===== config.mk =====
export PLATFORM = sky130hd
export DESIGN_NAME = multicycle_control_unit_flat
export DESIGN_NICKNAME = d
export VERILOG_FILES = /design/src/rtl/multicycle_control_unit_if.sv /design/src/rtl/multicycle_control_unit.sv /design/src/flat_wrapper.sv
export SDC_FILE = /design/constraint.sdc
export NUM_CORES = 1
export LEC_CHECK = 0
export CORE_AREA = 2 2 56 58
export DETAILED_ROUTE_END_ITERATION = 10
export DIE_AREA = 0 0 58 60
export PLACE_DENSITY = 0.83
export SLEW_MARGIN = 25
export SYNTH_ARGS = -nofsm -noshare
export SYNTH_HDL_FRONTEND = slang
export SYNTH_SLANG_ARGS = --single-unit

===== constraint.sdc =====
create_clock -name clk_i -period 5.7 [get_ports clk_i]
set_input_delay 1.14 -clock clk_i [delete_from_list [all_inputs] [get_ports clk_i]]
set_output_delay 1.14 -clock clk_i [all_outputs]
set_load 0.1 [all_outputs]

===== src/rtl/multicycle_control_unit_if.sv =====
// rtl/multicycle_control_unit_if.sv - control-unit to datapath signal bundle
interface multicycle_control_unit_if #(
   parameter int NREGS = 8,
   parameter int IR_W  = 9,
   parameter int CNT_W = 16
);
   logic             run;
   logic [IR_W-1:0]  ir;
   logic             irin;
   logic [NREGS-1:0] rin;
   logic [NREGS-1:0] rout;
   logic             dinout;
   logic             gout;
   logic             ain;
   logic             gin;
   logic [2:0]       aluop;
   logic             done;
   logic [2:0]       tstep;
   logic [CNT_W-1:0] instr_count;

   modport master (
      input  run, ir,
      output irin, rin, rout, dinout, gout, ain, gin, aluop, done, tstep, instr_count
   );

   modport slave (
      output run, ir,
      input  irin, rin, rout, dinout, gout, ain, gin, aluop, done, tstep, instr_count
   );
endinterface


===== src/rtl/multicycle_control_unit.sv =====
// rtl/multicycle_control_unit.sv - T0..T3 sequencer and decoder for the 16-bit multicycle CPU
module multicycle_control_unit #(
   parameter int NREGS = 8,
   parameter int IR_W  = 9,
   parameter int CNT_W = 16
) (
   input  logic                         clk_i,
   input  logic                         rst_i,
   multicycle_control_unit_if.master    ctrl
);
   typedef enum logic [1:0] {T0 = 2'd0, T1 = 2'd1, T2 = 2'd2, T3 = 2'd3} tstep_e;

   tstep_e           state_q, state_d;
   logic [CNT_W-1:0] cnt_q, cnt_d;

   logic [2:0]       op, rx, ry;
   logic [NREGS-1:0] oh_x, oh_y;

   logic             irin, dinout, gout, ain, gin, done;
   logic [NREGS-1:0] rin, rout;
   logic [2:0]       aluop;

   assign op   = ctrl.ir[IR_W-1 -: 3];
   assign rx   = ctrl.ir[5:3];
   assign ry   = ctrl.ir[2:0];
   assign oh_x = NREGS'(1) << rx;
   assign oh_y = NREGS'(1) << ry;

   always_ff @(posedge clk_i or posedge rst_i) begin
      if (rst_i) begin
         state_q <= T0;
         cnt_q   <= '0;
      end else begin
         state_q <= state_d;
         cnt_q   <= cnt_d;
      end
   end

   always_comb begin
      state_d = state_q;
      irin    = 1'b0;
      rin     = '0;
      rout    = '0;
      dinout  = 1'b0;
      gout    = 1'b0;
      ain     = 1'b0;
      gin     = 1'b0;
      aluop   = 3'b000;
      done    = 1'b0;
      unique case (state_q)
         T0: begin
            irin = ctrl.run;
            if (ctrl.run) state_d = T1;
         end
         T1: begin
            unique case (op)
               3'b000: begin
                  rout    = oh_y;
                  rin     = oh_x;
                  done    = 1'b1;
                  state_d = T0;
               end
               3'b001: begin
                  dinout  = 1'b1;
                  rin     = oh_x;
                  done    = 1'b1;
                  state_d = T0;
               end
               default: begin
                  // A captures Rx now so Ry may reuse the bus next step, even when X=Y
                  rout    = oh_x;
                  ain     = 1'b1;
                  state_d = T2;
               end
            endcase
         end
         T2: begin
            rout    = oh_y;
            gin     = 1'b1;
            aluop   = (op[2:1] != 2'b00) ? op : 3'b000;
            state_d = T3;
         end
         T3: begin
            gout    = 1'b1;
            rin     = oh_x;
            done    = 1'b1;
            state_d = T0;
         end
         default: state_d = T0;
      endcase
   end

   assign cnt_d = done ? cnt_q + CNT_W'(1) : cnt_q;

   always_ff @(posedge clk_i) begin
      if (!rst_i) begin
         bus_exclusive: assert ($onehot0({rout, dinout, gout}) && $onehot0(rin));
      end
   end

   assign ctrl.irin        = irin;
   assign ctrl.rin         = rin;
   assign ctrl.rout        = rout;
   assign ctrl.dinout      = dinout;
   assign ctrl.gout        = gout;
   assign ctrl.ain         = ain;
   assign ctrl.gin         = gin;
   assign ctrl.aluop       = aluop;
   assign ctrl.done        = done;
   assign ctrl.tstep       = {1'b0, state_q};
   assign ctrl.instr_count = cnt_q;
endmodule


===== src/flat_wrapper.sv =====
// flat-port wrapper written by rule: the top's interface ports become plain ports
module multicycle_control_unit_flat 
#(
   parameter int NREGS = 8,
   parameter int IR_W  = 9,
   parameter int CNT_W = 16
)
  (clk_i, rst_i, ctrl_run, ctrl_ir, ctrl_irin, ctrl_rin, ctrl_rout, ctrl_dinout, ctrl_gout, ctrl_ain, ctrl_gin, ctrl_aluop, ctrl_done, ctrl_tstep, ctrl_instr_count);
  multicycle_control_unit_if #(.NREGS(NREGS), .IR_W(IR_W), .CNT_W(CNT_W)) ctrl_i ();
  input  logic clk_i;
  input  logic rst_i;
  input wire logic [$bits(ctrl_i.run)-1:0] ctrl_run;
  input wire logic [$bits(ctrl_i.ir)-1:0] ctrl_ir;
  output wire logic [$bits(ctrl_i.irin)-1:0] ctrl_irin;
  output wire logic [$bits(ctrl_i.rin)-1:0] ctrl_rin;
  output wire logic [$bits(ctrl_i.rout)-1:0] ctrl_rout;
  output wire logic [$bits(ctrl_i.dinout)-1:0] ctrl_dinout;
  output wire logic [$bits(ctrl_i.gout)-1:0] ctrl_gout;
  output wire logic [$bits(ctrl_i.ain)-1:0] ctrl_ain;
  output wire logic [$bits(ctrl_i.gin)-1:0] ctrl_gin;
  output wire logic [$bits(ctrl_i.aluop)-1:0] ctrl_aluop;
  output wire logic [$bits(ctrl_i.done)-1:0] ctrl_done;
  output wire logic [$bits(ctrl_i.tstep)-1:0] ctrl_tstep;
  output wire logic [$bits(ctrl_i.instr_count)-1:0] ctrl_instr_count;
  assign ctrl_i.run = ctrl_run;
  assign ctrl_i.ir = ctrl_ir;
  assign ctrl_irin = ctrl_i.irin;
  assign ctrl_rin = ctrl_i.rin;
  assign ctrl_rout = ctrl_i.rout;
  assign ctrl_dinout = ctrl_i.dinout;
  assign ctrl_gout = ctrl_i.gout;
  assign ctrl_ain = ctrl_i.ain;
  assign ctrl_gin = ctrl_i.gin;
  assign ctrl_aluop = ctrl_i.aluop;
  assign ctrl_done = ctrl_i.done;
  assign ctrl_tstep = ctrl_i.tstep;
  assign ctrl_instr_count = ctrl_i.instr_count;
  multicycle_control_unit #(.NREGS(NREGS), .IR_W(IR_W), .CNT_W(CNT_W)) u_core (.clk_i(clk_i), .rst_i(rst_i), .ctrl(ctrl_i));
endmodule

==> impl_metrics.ini <==
[final_layout]
antennaDiodeCount = 0
seqCellArea_um2 = 450
nNetsFinal = 215
area_delta_synth_final_pct = 46.8
final_cells = 229
multi_input_area_um2 = 749
fillers = 247
postLayoutCoreUtil_pct = 62.2
layout-drive-gt1-share_pct = 13.3
layout_commonest_cell = clkdlybuf4s50_1
layout_common_cells = 37 x clkdlybuf4s50_1, 18 x dfrtp_1, 17 x buf_4

[sta]
fmax_mhz = 227
hold_ws_ns = 0.498
slew_headroom_pct = 34.6
slew_violations = 0
tightest_slew_ns = 0.978
finalSetupViolCount = 0
period_minus_slack_ns = 4.40
final_min_period_over_clock_period_pct = 77.2
hold_viol = 0
skew_ns = 0.00712
rsz0062_at_grt = false
setup_slack_ns = 1.30

[logic_synthesis]
synth_top_family_by_area = simple AND/OR/NAND/NOR gates
synth-compound-area-share_pct = 10.2
netlist_area_um2 = 1230
synth_cell_types = 38
yosysWarnings = 0
synth_top_cell_area_share_pct = 36.6
synthXorXnorAreaFrac_pct = 10.7
synth_edf_count = 0
synth.area.mux_share_pct = 0
synthAdderAreaFrac_pct = 6.10
syn_nets = 158
synth.avg_cell_area_um2 = 8.79
ys_seq_area_share_pct = 36.6
yosys_register_bits = 18
synth_ff_type = dfrtp_1
async_reset_ff_share_pct = 100
synth_cells = 140
synthSimpleGateAreaFrac_pct = 32.8
synth_top_cell_by_area = dfrtp_1
synth_area_leaders = dfrtp_1 37%, ha_1 6.1%, xnor2_1 5.7%

[worst_setup_path]
cp_cell_sequence = clkdlybuf4s50_1, nor3b_4, and2_1, clkdlybuf4s50_1
path_class = input pin to primary output
slowest_stage = clkdlybuf4s50_1
path_common_cell = clkdlybuf4s50_1
cp-end-kind = primary output
crit_required_ns = 4.56
max_stage_delay_ns = 1.12
worst-path-buf-inv = 2
crit_family = buffers and inverters
cp-start-kind = input pin
timing.critical_path.arrival_ns = 3.26
cp_max_fo = 5

[power]
total_leakage_power_nw = 0.816
irDropWorstVdd_mv = 0.326
cellPowerDensity_nw_per_um2 = 495

[clock_network]
cts_sinks = 18
cts_hold_buffers = 0
htreeDepth = 1
cts_setup_buffers = 0
cts_tree = built
cts_root_buffer = clkbuf_4
post_cts_resized = 0
clock_path_buffers = 2
clk_pin_slew_worst_paths_ns = 0.10
clkLatencyLatePin_ns = 0.29
numCtsBuffers = 3

[die]
fp.dieW_um = 58
coreArea_um2 = 2900
dieArea_um2 = 3480
ioPinCount = 56
die_h_um = 60
start_util_pct = 42.4
rows = 20

[grt]
grt_pass1_wl_um = 5700
overflow = 0
grt_usage_pct = 20.7
antenna_found_initial = 0
grt_max_degree = 19
grt_pass1_vias = 1325

[detailed_routing]
dr.pass1.iters = 4
vias = 1260
drtIter0Drc = 33
vias_per_cell = 5.50
antenna_left = 0
drcViolationCount = 0
drt_wl_total_um = 3240
wire_per_inst_um = 14.2

[run_status]
outcome = finished, final reports clean

[placed_design]
numPortBuffers = 54
place_congestion = 0.819
place_ws_ns = 1.31
dp_hpwl_um = 2610
dp_cells = 225

[min_path]
hold_path_class = register to register

[job]
max-cap-violations = 0
## where the power goes
group          total, mW  internal [mW]  switching (mW)
logic              0.633          0.143           0.490
clock network     0.0774         0.0389          0.0385
registers          0.184          0.151          0.0331
total              0.894          0.333           0.561
## state kept, by name (all words and copies together), names as in the netlist, named ones only
name,cells
u_core.ctrl.instr_count,16
u_core.state_q,1
## per-layer routing
layer	GRT usage (%)	wire length, µm	share of wire [%]	vias up
met1	21.8	1320	41	594
met5	0	0	0	-
met4	6.31	19	0.59	0
met3	4.98	254	7.8	4
li1	-	-	-	602
met2	40.1	1650	51	60
## worst reg2reg max path, cell delays in order, from the launching register on
cell	delay, ns
dfrtp_1	0.43
inv_1	0.10
ha_1	0.25
nor3b_4	0.19
nor2_1	0.42
inv_1	0.20
nand4_1	0.15
xnor2_1	0.12
## cells in the mapped netlist, drive strengths merged (3+ instances only)
| library cell | number |
|---|---|
| nand3 | 3 |
| inv | 8 |
| xnor2 | 8 |
| nand2b | 4 |
| nand4 | 3 |
| ha | 6 |
| nor2 | 13 |
| nor3 | 9 |
| and3 | 4 |
| xor2 | 7 |
| and2 | 9 |
| nand2 | 13 |
| dfrtp | 18 |
| o21ai | 5 |
## area by class of cell
| cell class | instances | share of cell area [%] |
|---|---|---|
| multi-input cells | 112 | 41.5 |
| well taps | 33 | 2.29 |
| repair buffers | 54 | 27.6 |
| flip-flops and latches | 18 | 24.9 |
| inverters | 8 | 1.66 |
| clock buffers | 4 | 2.01 |
## per-stage QoR
step / power, mW / TNS, ns / instance area, µm²
after floorplan: 0.676 / -0.0443 / 1240
after global routing: 0.936 / 0 / 1810
final: 0.894 / 0 / 1810
after CTS: 0.899 / 0 / 1810
after global placement: 0.811 / 0 / 1770
after detailed placement: 0.820 / 0 / 1770
## worst paths after layout
kind,slack [ns],to,cells after the start,startpoint
min,0.50,u_core.ctrl.instr_count[10],1,u_core.ctrl.instr_count[10]
max reg2reg,3.78,u_core.ctrl.instr_count[4],7,register
max,1.30,ctrl_dinout,4,ctrl_ir[8]
min in group asynchronous,1.25,u_core.ctrl.instr_count[8],2,rst_i
min reg2reg,0.50,u_core.ctrl.instr_count[10],1,u_core.ctrl.instr_count[10]
max in group asynchronous,4.01,u_core.ctrl.instr_count[0],2,rst_i
## logic make-up after synthesis
group                    count (synthesis)
AND/OR/NAND/NOR                         72
flip-flops                              18
XOR/XNOR                                15
adder cells (fa/ha/maj)                  6
buffers and inverters                   10
other                                    1
AO/OA/AOI/OAI                           18
(Power assumes the default switching activity.)
